### src/rtl/gnome_sort_engine_kv.sv
// Batch buffer that gnome-sorts stored words by their key field and then
// streams the sorted batch out on an Avalon-ST source with backpressure.
//
// state      | meaning
// -----------+--------------------------------------------------------------
// S_LOAD     | accepting words into the buffer, waiting for run_i
// S_SORT_RD  | reading the pair (i-1, i)
// S_SORT_CMP | comparing the pair, writing it back swapped if out of order
// S_DRAIN    | streaming the buffer out from address 0 upward
// S_DONE     | batch finished; only clear_i or rst_i leave this state
module gnome_sort_engine_kv #(
    parameter int AWIDTH     = 5,
    parameter int DWIDTH     = 16,
    parameter int KWIDTH     = 8,
    parameter int SIGNED_KEY = 0
) (
    input  logic              clk_i,
    input  logic              rst_i,
    input  logic              clear_i,
    input  logic              run_i,
    input  logic              desc_i,
    input  logic              wr_req_i,
    input  logic [DWIDTH-1:0] wr_data_i,
    output logic              wr_ready_o,
    output logic              busy_o,
    output logic [AWIDTH:0]   count_o,
    output logic              overflow_o,
    input  logic              out_ready_i,
    output logic [DWIDTH-1:0] out_data_o,
    output logic              out_valid_o,
    output logic              out_sop_o,
    output logic              out_eop_o
);

    localparam logic [AWIDTH:0] N_MAX = {1'b1, {AWIDTH{1'b0}}};
    localparam logic [AWIDTH:0] ONE   = (AWIDTH+1)'(1);
    localparam logic [AWIDTH:0] TWO   = (AWIDTH+1)'(2);

    typedef enum logic [2:0] {S_LOAD, S_SORT_RD, S_SORT_CMP, S_DRAIN, S_DONE} state_t;

    state_t state_q, state_d;

    logic [DWIDTH-1:0] mem [2**AWIDTH];
    logic [DWIDTH-1:0] rd_a_q, rd_b_q, wd_a, wd_b;
    logic [AWIDTH-1:0] ra, rb, wa, wb;
    logic              we_a, we_b;

    logic [AWIDTH:0]   cnt_q, i_q, j_q, i_d, j_d, i_m1;
    logic              ovf_q, desc_q;
    logic [KWIDTH-1:0] key_a, key_b;
    logic              swap;

    logic [AWIDTH:0]   rd_ptr_q, pend_idx_q;
    logic              pend_q, ov_q, sv_q, pop, issue, arr_sop, arr_eop;
    logic [DWIDTH-1:0] od_q, sd_q;
    logic              osop_q, oeop_q, ssop_q, seop_q;
    logic [1:0]        occ;

    // Two-port RAM: synchronous reads on both ports, writes on both ports.
    always_ff @(posedge clk_i) begin
        if (we_a) mem[wa] <= wd_a;
        if (we_b) mem[wb] <= wd_b;
        rd_a_q <= mem[ra];
        rd_b_q <= mem[rb];
    end

    // Key compare for the pair just read; signed keys are biased so an
    // unsigned compare orders them as two's complement.
    always_comb begin
        key_a = rd_a_q[DWIDTH-1 -: KWIDTH];
        key_b = rd_b_q[DWIDTH-1 -: KWIDTH];
        if (SIGNED_KEY != 0) begin
            key_a[KWIDTH-1] = ~key_a[KWIDTH-1];
            key_b[KWIDTH-1] = ~key_b[KWIDTH-1];
        end
        swap = desc_q ? (key_a < key_b) : (key_a > key_b);
        i_m1 = i_q - ONE;
        i_d  = j_q;
        j_d  = j_q + ONE;
        if (swap && i_m1 != '0) begin
            i_d = i_m1;
            j_d = j_q;
        end
    end

    // RAM port steering: loader and swap writes, sort pair and drain reads.
    always_comb begin
        we_a = 1'b0;
        we_b = 1'b0;
        wa   = cnt_q[AWIDTH-1:0];
        wd_a = wr_data_i;
        wb   = i_q[AWIDTH-1:0];
        wd_b = rd_a_q;
        ra   = (state_q == S_DRAIN) ? rd_ptr_q[AWIDTH-1:0] : i_m1[AWIDTH-1:0];
        rb   = i_q[AWIDTH-1:0];
        if (state_q == S_LOAD) begin
            we_a = wr_req_i && !run_i && !clear_i && (cnt_q != N_MAX);
        end else if (state_q == S_SORT_CMP && swap && !clear_i) begin
            we_a = 1'b1;
            wa   = i_m1[AWIDTH-1:0];
            wd_a = rd_b_q;
            we_b = 1'b1;
        end
    end

    // Drain read-ahead: a read is issued only when the output and skid
    // registers are guaranteed room for it, which keeps one beat per cycle.
    always_comb begin
        pop     = ov_q && out_ready_i;
        occ     = 2'(ov_q) + 2'(sv_q) + 2'(pend_q) - 2'(pop);
        issue   = (rd_ptr_q < cnt_q) && (occ < 2'd2);
        arr_sop = (pend_idx_q == '0);
        arr_eop = (pend_idx_q == cnt_q - ONE);
    end

    // Next-state selection; clear_i wins over everything but reset.
    always_comb begin
        state_d = state_q;
        if (clear_i) begin
            state_d = S_LOAD;
        end else begin
            case (state_q)
                S_LOAD: if (run_i) begin
                    if (cnt_q >= TWO)      state_d = S_SORT_RD;
                    else if (cnt_q == ONE) state_d = S_DRAIN;
                    else                   state_d = S_DONE;
                end
                S_SORT_RD:  state_d = S_SORT_CMP;
                S_SORT_CMP: state_d = (i_d == cnt_q) ? S_DRAIN : S_SORT_RD;
                S_DRAIN:    if (pop && oeop_q) state_d = S_DONE;
                default:    state_d = state_q;
            endcase
        end
    end

    // State register.
    always_ff @(posedge clk_i) begin
        if (rst_i) state_q <= S_LOAD;
        else       state_q <= state_d;
    end

    // Batch count, overflow flag, direction and sort pointers.
    always_ff @(posedge clk_i) begin
        if (rst_i || clear_i) begin
            cnt_q  <= '0;
            ovf_q  <= 1'b0;
            desc_q <= 1'b0;
            i_q    <= ONE;
            j_q    <= TWO;
        end else begin
            case (state_q)
                S_LOAD: begin
                    if (run_i) begin
                        desc_q <= desc_i;
                        i_q    <= ONE;
                        j_q    <= TWO;
                    end else if (wr_req_i) begin
                        if (cnt_q != N_MAX) cnt_q <= cnt_q + ONE;
                        else                ovf_q <= 1'b1;
                    end
                end
                S_SORT_CMP: begin
                    i_q <= i_d;
                    j_q <= j_d;
                end
                default: ;
            endcase
        end
    end

    // Output register plus one-entry skid; everything idles outside DRAIN.
    always_ff @(posedge clk_i) begin
        if (rst_i || clear_i || state_q != S_DRAIN) begin
            rd_ptr_q   <= '0;
            pend_q     <= 1'b0;
            pend_idx_q <= '0;
            ov_q       <= 1'b0;
            sv_q       <= 1'b0;
            od_q       <= '0;
            osop_q     <= 1'b0;
            oeop_q     <= 1'b0;
            sd_q       <= '0;
            ssop_q     <= 1'b0;
            seop_q     <= 1'b0;
        end else begin
            pend_q     <= issue;
            pend_idx_q <= rd_ptr_q;
            if (issue) rd_ptr_q <= rd_ptr_q + ONE;
            if (pop) begin
                if (sv_q) begin
                    od_q   <= sd_q;
                    osop_q <= ssop_q;
                    oeop_q <= seop_q;
                    if (pend_q) begin
                        sd_q   <= rd_a_q;
                        ssop_q <= arr_sop;
                        seop_q <= arr_eop;
                    end else begin
                        sv_q <= 1'b0;
                    end
                end else if (pend_q) begin
                    od_q   <= rd_a_q;
                    osop_q <= arr_sop;
                    oeop_q <= arr_eop;
                end else begin
                    ov_q <= 1'b0;
                end
            end else if (!ov_q) begin
                if (pend_q) begin
                    ov_q   <= 1'b1;
                    od_q   <= rd_a_q;
                    osop_q <= arr_sop;
                    oeop_q <= arr_eop;
                end
            end else if (pend_q) begin
                sv_q   <= 1'b1;
                sd_q   <= rd_a_q;
                ssop_q <= arr_sop;
                seop_q <= arr_eop;
            end
        end
    end

    assign wr_ready_o  = (state_q == S_LOAD) && (cnt_q != N_MAX);
    assign busy_o      = (state_q == S_SORT_RD) || (state_q == S_SORT_CMP) || (state_q == S_DRAIN);
    assign count_o     = cnt_q;
    assign overflow_o  = ovf_q;
    assign out_data_o  = od_q;
    assign out_valid_o = ov_q;
    assign out_sop_o   = osop_q;
    assign out_eop_o   = oeop_q;

endmodule

### config.mk
export PLATFORM = sky130hd
export DESIGN_NAME = gnome_sort_engine_kv
export DESIGN_NICKNAME = d
export VERILOG_FILES = /design/src/rtl/gnome_sort_engine_kv.sv
export SDC_FILE = /design/constraint.sdc
export NUM_CORES = 2
export LEC_CHECK = 0
export ABC_CLOCK_PERIOD_IN_PS = 4100
export CAP_MARGIN = 15
export CELL_PAD_IN_SITES_DETAIL_PLACEMENT = 0
export CELL_PAD_IN_SITES_GLOBAL_PLACEMENT = 1
export CORE_ASPECT_RATIO = 1.2
export CORE_MARGIN = 1
export CORE_UTILIZATION = 35
export CTS_CLUSTER_DIAMETER = 120
export DETAILED_ROUTE_END_ITERATION = 10
export HOLD_SLACK_MARGIN = 0.08
export PLACE_DENSITY_LB_ADDON = 0.1
export SLEW_MARGIN = 20
export SYNTH_ARGS = -nofsm -noshare
export SYNTH_HDL_FRONTEND = slang
export SYNTH_SLANG_ARGS = --single-unit
### constraint.sdc
create_clock -name clk_i -period 4.1 [get_ports clk_i]
set_input_delay 0.82 -clock clk_i [delete_from_list [all_inputs] [get_ports clk_i]]
set_output_delay 0.82 -clock clk_i [all_outputs]
set_load 0.005 [all_outputs]
== Yosys cells after proc, flatten, opt, wreduce, memory -nomap -nowiden ==
Memories as Yosys holds them, arrays and structs flattened. A register that Yosys moved wholly into a read port is not among the register bits.
Cells that the tools add are included.

* Memories: 1
* Memory bits (writable): 512
* Output and inout port bits: 28
* Input port bits: 23
* Word-level logic and storage cells: 139
* Flip-flop bits (word level): 74

{| class="wikitable"
|+ Memory list
! memory !! words !! width !! rd ports !! clocked after Yosys merged registers in !! wr ports !! RTL line !! RTL
|-
| mem || 32 || 16 || 2 || 2 || 2 || 43 || <nowiki>logic [DWIDTH-1:0] mem [2**AWIDTH];</nowiki>
|}

* Magnitude comparators: 5
* Reductions and logical operators: 33
* Multiplexer cells: 58
* Bitwise logic cells: 2
* $add $sub $neg: 8
* Eq/ne operators: 15

{| class="wikitable"
|+ Operators with widths
! operator !! number
|-
| $mux 16 || 10
|-
| $mux 1 || 33
|-
| $mux 6 || 4
|-
| $pmux 6 s2 || 2
|-
| $add 6x1->6 const B || 3
|-
| $mux 5 || 3
|-
| $eq 6x6->1 || 2
|-
| $mux 3 || 4
|-
| $ne 2x2->1 const B || 6
|-
| $pmux 3 s4 || 1
|-
| $sub 6x1->6 const B || 2
|-
| $logic_and 1x1->1 || 10
|-
| $reduce_and 2->1 || 5
|-
| $gt 8x8->1 || 1
|-
| $lt 8x8->1 || 1
|-
| $reduce_and 4->1 || 2
|-
| $eq 3x2->1 const B || 2
|-
| $eq 6x1->1 const B || 1
|-
| $ge 6x2->1 const B || 1
|-
| $logic_not 6->1 || 1
|-
| $lt 6x6->1 || 1
|-
| $ne 6x6->1 const B || 1
|-
| $reduce_and 3->1 || 2
|-
| $reduce_bool 2->1 || 3
|-
| other kinds (15) || 20
|}

== Longest topological paths before layout ==
* Depth after elaboration: 8
* Mapped depth: 13

== Worst setup path after synthesis ==
Ideal clock, no wire load.

* Path kind: flip-flop to flip-flop
* Start: reg rd_a_q[9] (read register of mem)
* End: mem mem[24][0], enable pin
* Setup slack: -0.110 ns
* Stages on the path, launching flop included: 12
* Data arrival time: 3.798 ns
* Data required time: 3.689 ns
* Cells stage by stage: dfxtp_1 -> ha_1 -> nor2b_1 -> o211ai_2 -> a21oi_1 -> or4b_4 -> a211oi_4 -> buf_6 -> buf_4 -> buf_2 -> a41oi_1 -> o21ai_0

{| class="wikitable"
|+ RTL lines
! what !! RTL line !! RTL
|-
| from (decl) || 44 || <nowiki>logic [DWIDTH-1:0] rd_a_q, rd_b_q, wd_a, wd_b;</nowiki>
|-
| to (decl) || 43 ||
|}

==> impl_metrics.yaml <==
status:
  outcome: "completed"
worst_hold_path:
  hold_depth: 2
  holdPathEnd: "sd_q[2]"
  hold_path.class: "reg2reg"
  timing.hold.worst.start: "sd_q[2]"
clock_tree:
  tritoncts.num_buffers: 73
  worst_path_clk_slew_ns: 0.06
  root_buffer: "sky130_fd_sc_hd__clkbuf_16"
  clock_latency_ns: 0.64
  total_number_of_h_tree_levels: 3
  tritoncts_clock_tree: "yes"
  cts.sink_count: 618
  cts.path.max_buffers: 3
grt:
  grt_max_degree: 77
  grt.met3_usage_pct: 3.466
  global_route.peak_usage_layer: "met2"
  grt_usage_pct: 23.83
  grt_pass1_vias: 23580
  grt_pass1_wl_mm: 174.4
  grt_overflow: 0
  global_route.usage.met1_pct: 29.70
  antenna_found_initial: 1
  grt.met2_usage_pct: 42.40
sta:
  final.setup.worst_slack_ns: 0.09504
  finalHoldViolations: 0
  final_max_slew_viol_count: 0
  fmax_achieved_ghz: 0.2497
  finalWorstPathRequiredPeriod_ns: 4.005
  unrepaired_setup_endpoints_after_global_routing: "false"
  slew_headroom_pct: 28.68
  timing.clock.skew_ns: 0.02025
  setup_viol: 0
  finalCritPeriodShare_pct: 97.68
  max_slew.worst_pin.slew_ns: 1.065
logic_synthesis:
  synth.net_count: 2469
  synth_top_flop_cell: "sky130_fd_sc_hd__edfxtp_1"
  netlist_instances: 2416
  netlist.top_cell.by_area: "sky130_fd_sc_hd__edfxtp_1"
  seq_area_frac_synth_pct: 49.01
  synth_warnings: 0
  yosys.cell_types.count: 63
  synth_most_common_cell: "sky130_fd_sc_hd__edfxtp_1"
  post-synth-top-area-fraction_pct: 43.06
  synthArstFlopShare_pct: 0
  ys_ff_latch: 618
  synthesis.area_sq_um: 35700
  avgSynthCellArea_sq_um: 14.78
  ys_top_cells_by_area: "sky130_fd_sc_hd__edfxtp_1 (43%), sky130_fd_sc_hd__mux4_2 (16%), sky130_fd_sc_hd__mux2_2 (15%)"
  netlist_top_cells_count: "sky130_fd_sc_hd__edfxtp_1 (512), sky130_fd_sc_hd__mux2_2 (473), sky130_fd_sc_hd__mux4_2 (256), sky130_fd_sc_hd__clkbuf_1 (175), sky130_fd_sc_hd__dfxtp_1 (106)"
  synth_edf_count: 512
setup_path:
  worstPathMaxFanout: 19
  critical_path.most_common_cell: "sky130_fd_sc_hd__buf_12"
  timing.critical_path.max_delay_family: "simple AND/OR/NAND/NOR gates"
  worstReg2RegEnd: "mem[9][11]"
  rr_worst_depth: 11
  crit_type: "reg2reg"
  worst_setup_path_start_kind: "flip-flop"
  worstPathCellList: "inv_1 -> ha_1 -> a211oi_1 -> nor2_1 -> or4b_4 -> a211oi_4 -> buf_4 -> buf_12 -> nand3_4 -> buf_12 -> mux2_4"
  worst-endpoint-required_ns: 4.48
  worstPathBufferInverterCount: 4
  worst_setup_path_end_kind: "flip-flop"
  worst-r2r-setup-slack_ns: 0.1
  timing.critical_path.slowest_cell_delay_ns: 0.60
  worst_ep_arrival_time_ns: 4.38
  worst_path_max_delay_cell: "sky130_fd_sc_hd__or4b_4"
  reg2reg_from: "rd_b_q[13]"
detailed_routing:
  avgViaCountPerCell: 5.809
  drt-wirelength-per-cell_um: 31.62
  ant_nets: 0
  routed_wirelength_mm: 122.1
  drt_first_pass_iters: 5
  routed-via-count: 22440
  detail_route.iter0.violations: 1965
  drc: 0
power_and_ir_drop:
  design_power_total_mw: 14.25
  cellLeakagePower_nw: 13.70
  p_per_area_nw_per_um2: 345.2
  vdd_drop_max_uv: 283.3
finish:
  nets: 2503
  ratio_of_cells_with_drive_above_1_in_the_final_layout_pct: 47.59
  post-route-cell-area_sq_um: 41290
  insertedDiodeCount: 0
  area_of_combinational_cells_with_multiple_inputs_sq_um: 17220
  final_util_pct: 41.11
  fill_cells: 9258
  area.sequential_sq_um: 17510
  synth_to_final_area_change_pct: 15.64
floorplanning:
  placementRows: 127
  dieWidth_um: 293.6
  ioPinCount: 51
  design.core.area_sq_um: 100400
  dieArea_sq_um: 103300
  initial_core_util_pct: 35.55
  dieHeight_um: 351.9
place:
  post-place-ws_ns: -0.1357
  gpl.final_weighted_congestion: 0.8383
  portBuffers: 50
  dpl_cell_area_sq_um: 38740
  post-dp-hpwl_mm: 80.53
job:
  drv.max_cap_violation_count: 0
## through the flow
| step | hold WS, ns | TNS, ns | std cells |
|---|---|---|---|
| after floorplan | 0.4332 | -7.018 | 2416 |
| after global placement | 0.4402 | -14.85 | 3728 |
| after detailed placement | 0.4439 | -21.60 | 3728 |
| after CTS | 0.4519 | -24.23 | 3862 |
| after global routing | 0.4741 | 0 | 3863 |
| final | 0.4536 | 0 | 3863 |
## worst max path at each step
stage,from,endpoint,slack [ns],cells after the start
after global routing,rd_b_q[13],mem[31][0],0.002,10
after floorplan,rd_a_q[9],mem[24][0],-0.11,11
final,rd_b_q[13],mem[9][11],0.1,11
after detailed placement,rd_b_q[13],mem[11][0],-0.14,10
after global placement,rd_b_q[13],mem[4][0],-0.10,10
after CTS,rd_b_q[13],mem[11][0],-0.17,10
## routing by layer
layer  part of all wire, %  vias up
met4                   2.7        0
met5                     0        -
met2                    51      636
met1                    41    11890
met3                   4.7      180
li1                      -     9730
## logic make-up (layout without fill, tap and decap cells)
group	Yosys count	in the layout	synth area share, %
AND/OR/NAND/NOR	298	298	4.745
buffers and inverters	287	380	3.540
flip-flops	618	618	49.01
XOR/XNOR	23	23	0.5643
multiplexers	855	855	35.86
adder cells (fa/ha/maj)	30	30	1.051
AO/OA/AOI/OAI	305	305	5.229
## cell type report
cell class / count / share of cell area [%]
sequential: 618 / 42.40
multi-input combinational: 1511 / 41.71
timing repair buffer: 222 / 5.612
clock buffer: 108 / 5.334
tap: 1354 / 4.103
clock inverter: 26 / 0.6273
inverter: 24 / 0.2182
## cell usage in the layout, fill, tap and decap left out, types with 32 or more instances in the layout
cell	Yosys	routed
sky130_fd_sc_hd__mux4_2	256	256
sky130_fd_sc_hd__mux2i_1	36	36
sky130_fd_sc_hd__nor2_1	67	64
sky130_fd_sc_hd__mux2_2	473	457
sky130_fd_sc_hd__edfxtp_1	512	512
sky130_fd_sc_hd__mux2_4	90	106
sky130_fd_sc_hd__dfxtp_1	106	103
sky130_fd_sc_hd__buf_12	1	42
sky130_fd_sc_hd__nand2_1	83	83
sky130_fd_sc_hd__clkbuf_16	0	78
sky130_fd_sc_hd__a21oi_1	81	78
sky130_fd_sc_hd__o21ai_2	0	32
sky130_fd_sc_hd__clkdlybuf4s50_1	0	50
sky130_fd_sc_hd__a22oi_1	65	65
sky130_fd_sc_hd__o21ai_0	92	59
sky130_fd_sc_hd__buf_4	1	130
## report_power, final
group | switching, mW | total, mW | internal, mW
sequential | 0.0266 | 6.83 | 6.80
clock | 2.75 | 6.78 | 4.04
combinational | 0.321 | 0.639 | 0.318
total | 3.09 | 14.3 | 11.2
## worst reg2reg max path, stage by stage, from the launching register on
cell,delay [ns]
sky130_fd_sc_hd__dfxtp_1,0.34
sky130_fd_sc_hd__inv_1,0.06
sky130_fd_sc_hd__ha_1,0.34
sky130_fd_sc_hd__a211oi_1,0.40
sky130_fd_sc_hd__nor2_1,0.22
sky130_fd_sc_hd__or4b_4,0.60
sky130_fd_sc_hd__a211oi_4,0.29
sky130_fd_sc_hd__buf_4,0.30
sky130_fd_sc_hd__buf_12,0.27
sky130_fd_sc_hd__nand3_4,0.31
sky130_fd_sc_hd__buf_12,0.32
sky130_fd_sc_hd__mux2_4,0.31
## state kept, by name (all words and copies together), names as in the netlist
register and count:
sd_q 16, out_data_o 16, overflow_o 1, rd_a_q 16, out_valid_o 1, out_sop_o 1
rd_ptr_q 6, rd_b_q 16, out_eop_o 1, ssop_q 1, mem 512, j_q 6
state_q 3, sv_q 1, pend_idx_q 6, pend_q 1, desc_q 1, i_q 6
count_o 6, seop_q 1
## what timing repair did
action | 4_1_cts | 5_1_grt
pin swaps | 0 | 1
hold buffers | 0 | 0
buffers inserted | 0 | 1
endpoints found under the setup margin | 558 | 908
cloned | 0 | 0
resized for setup | 9 | 8
(Power assumes the default switching activity.)
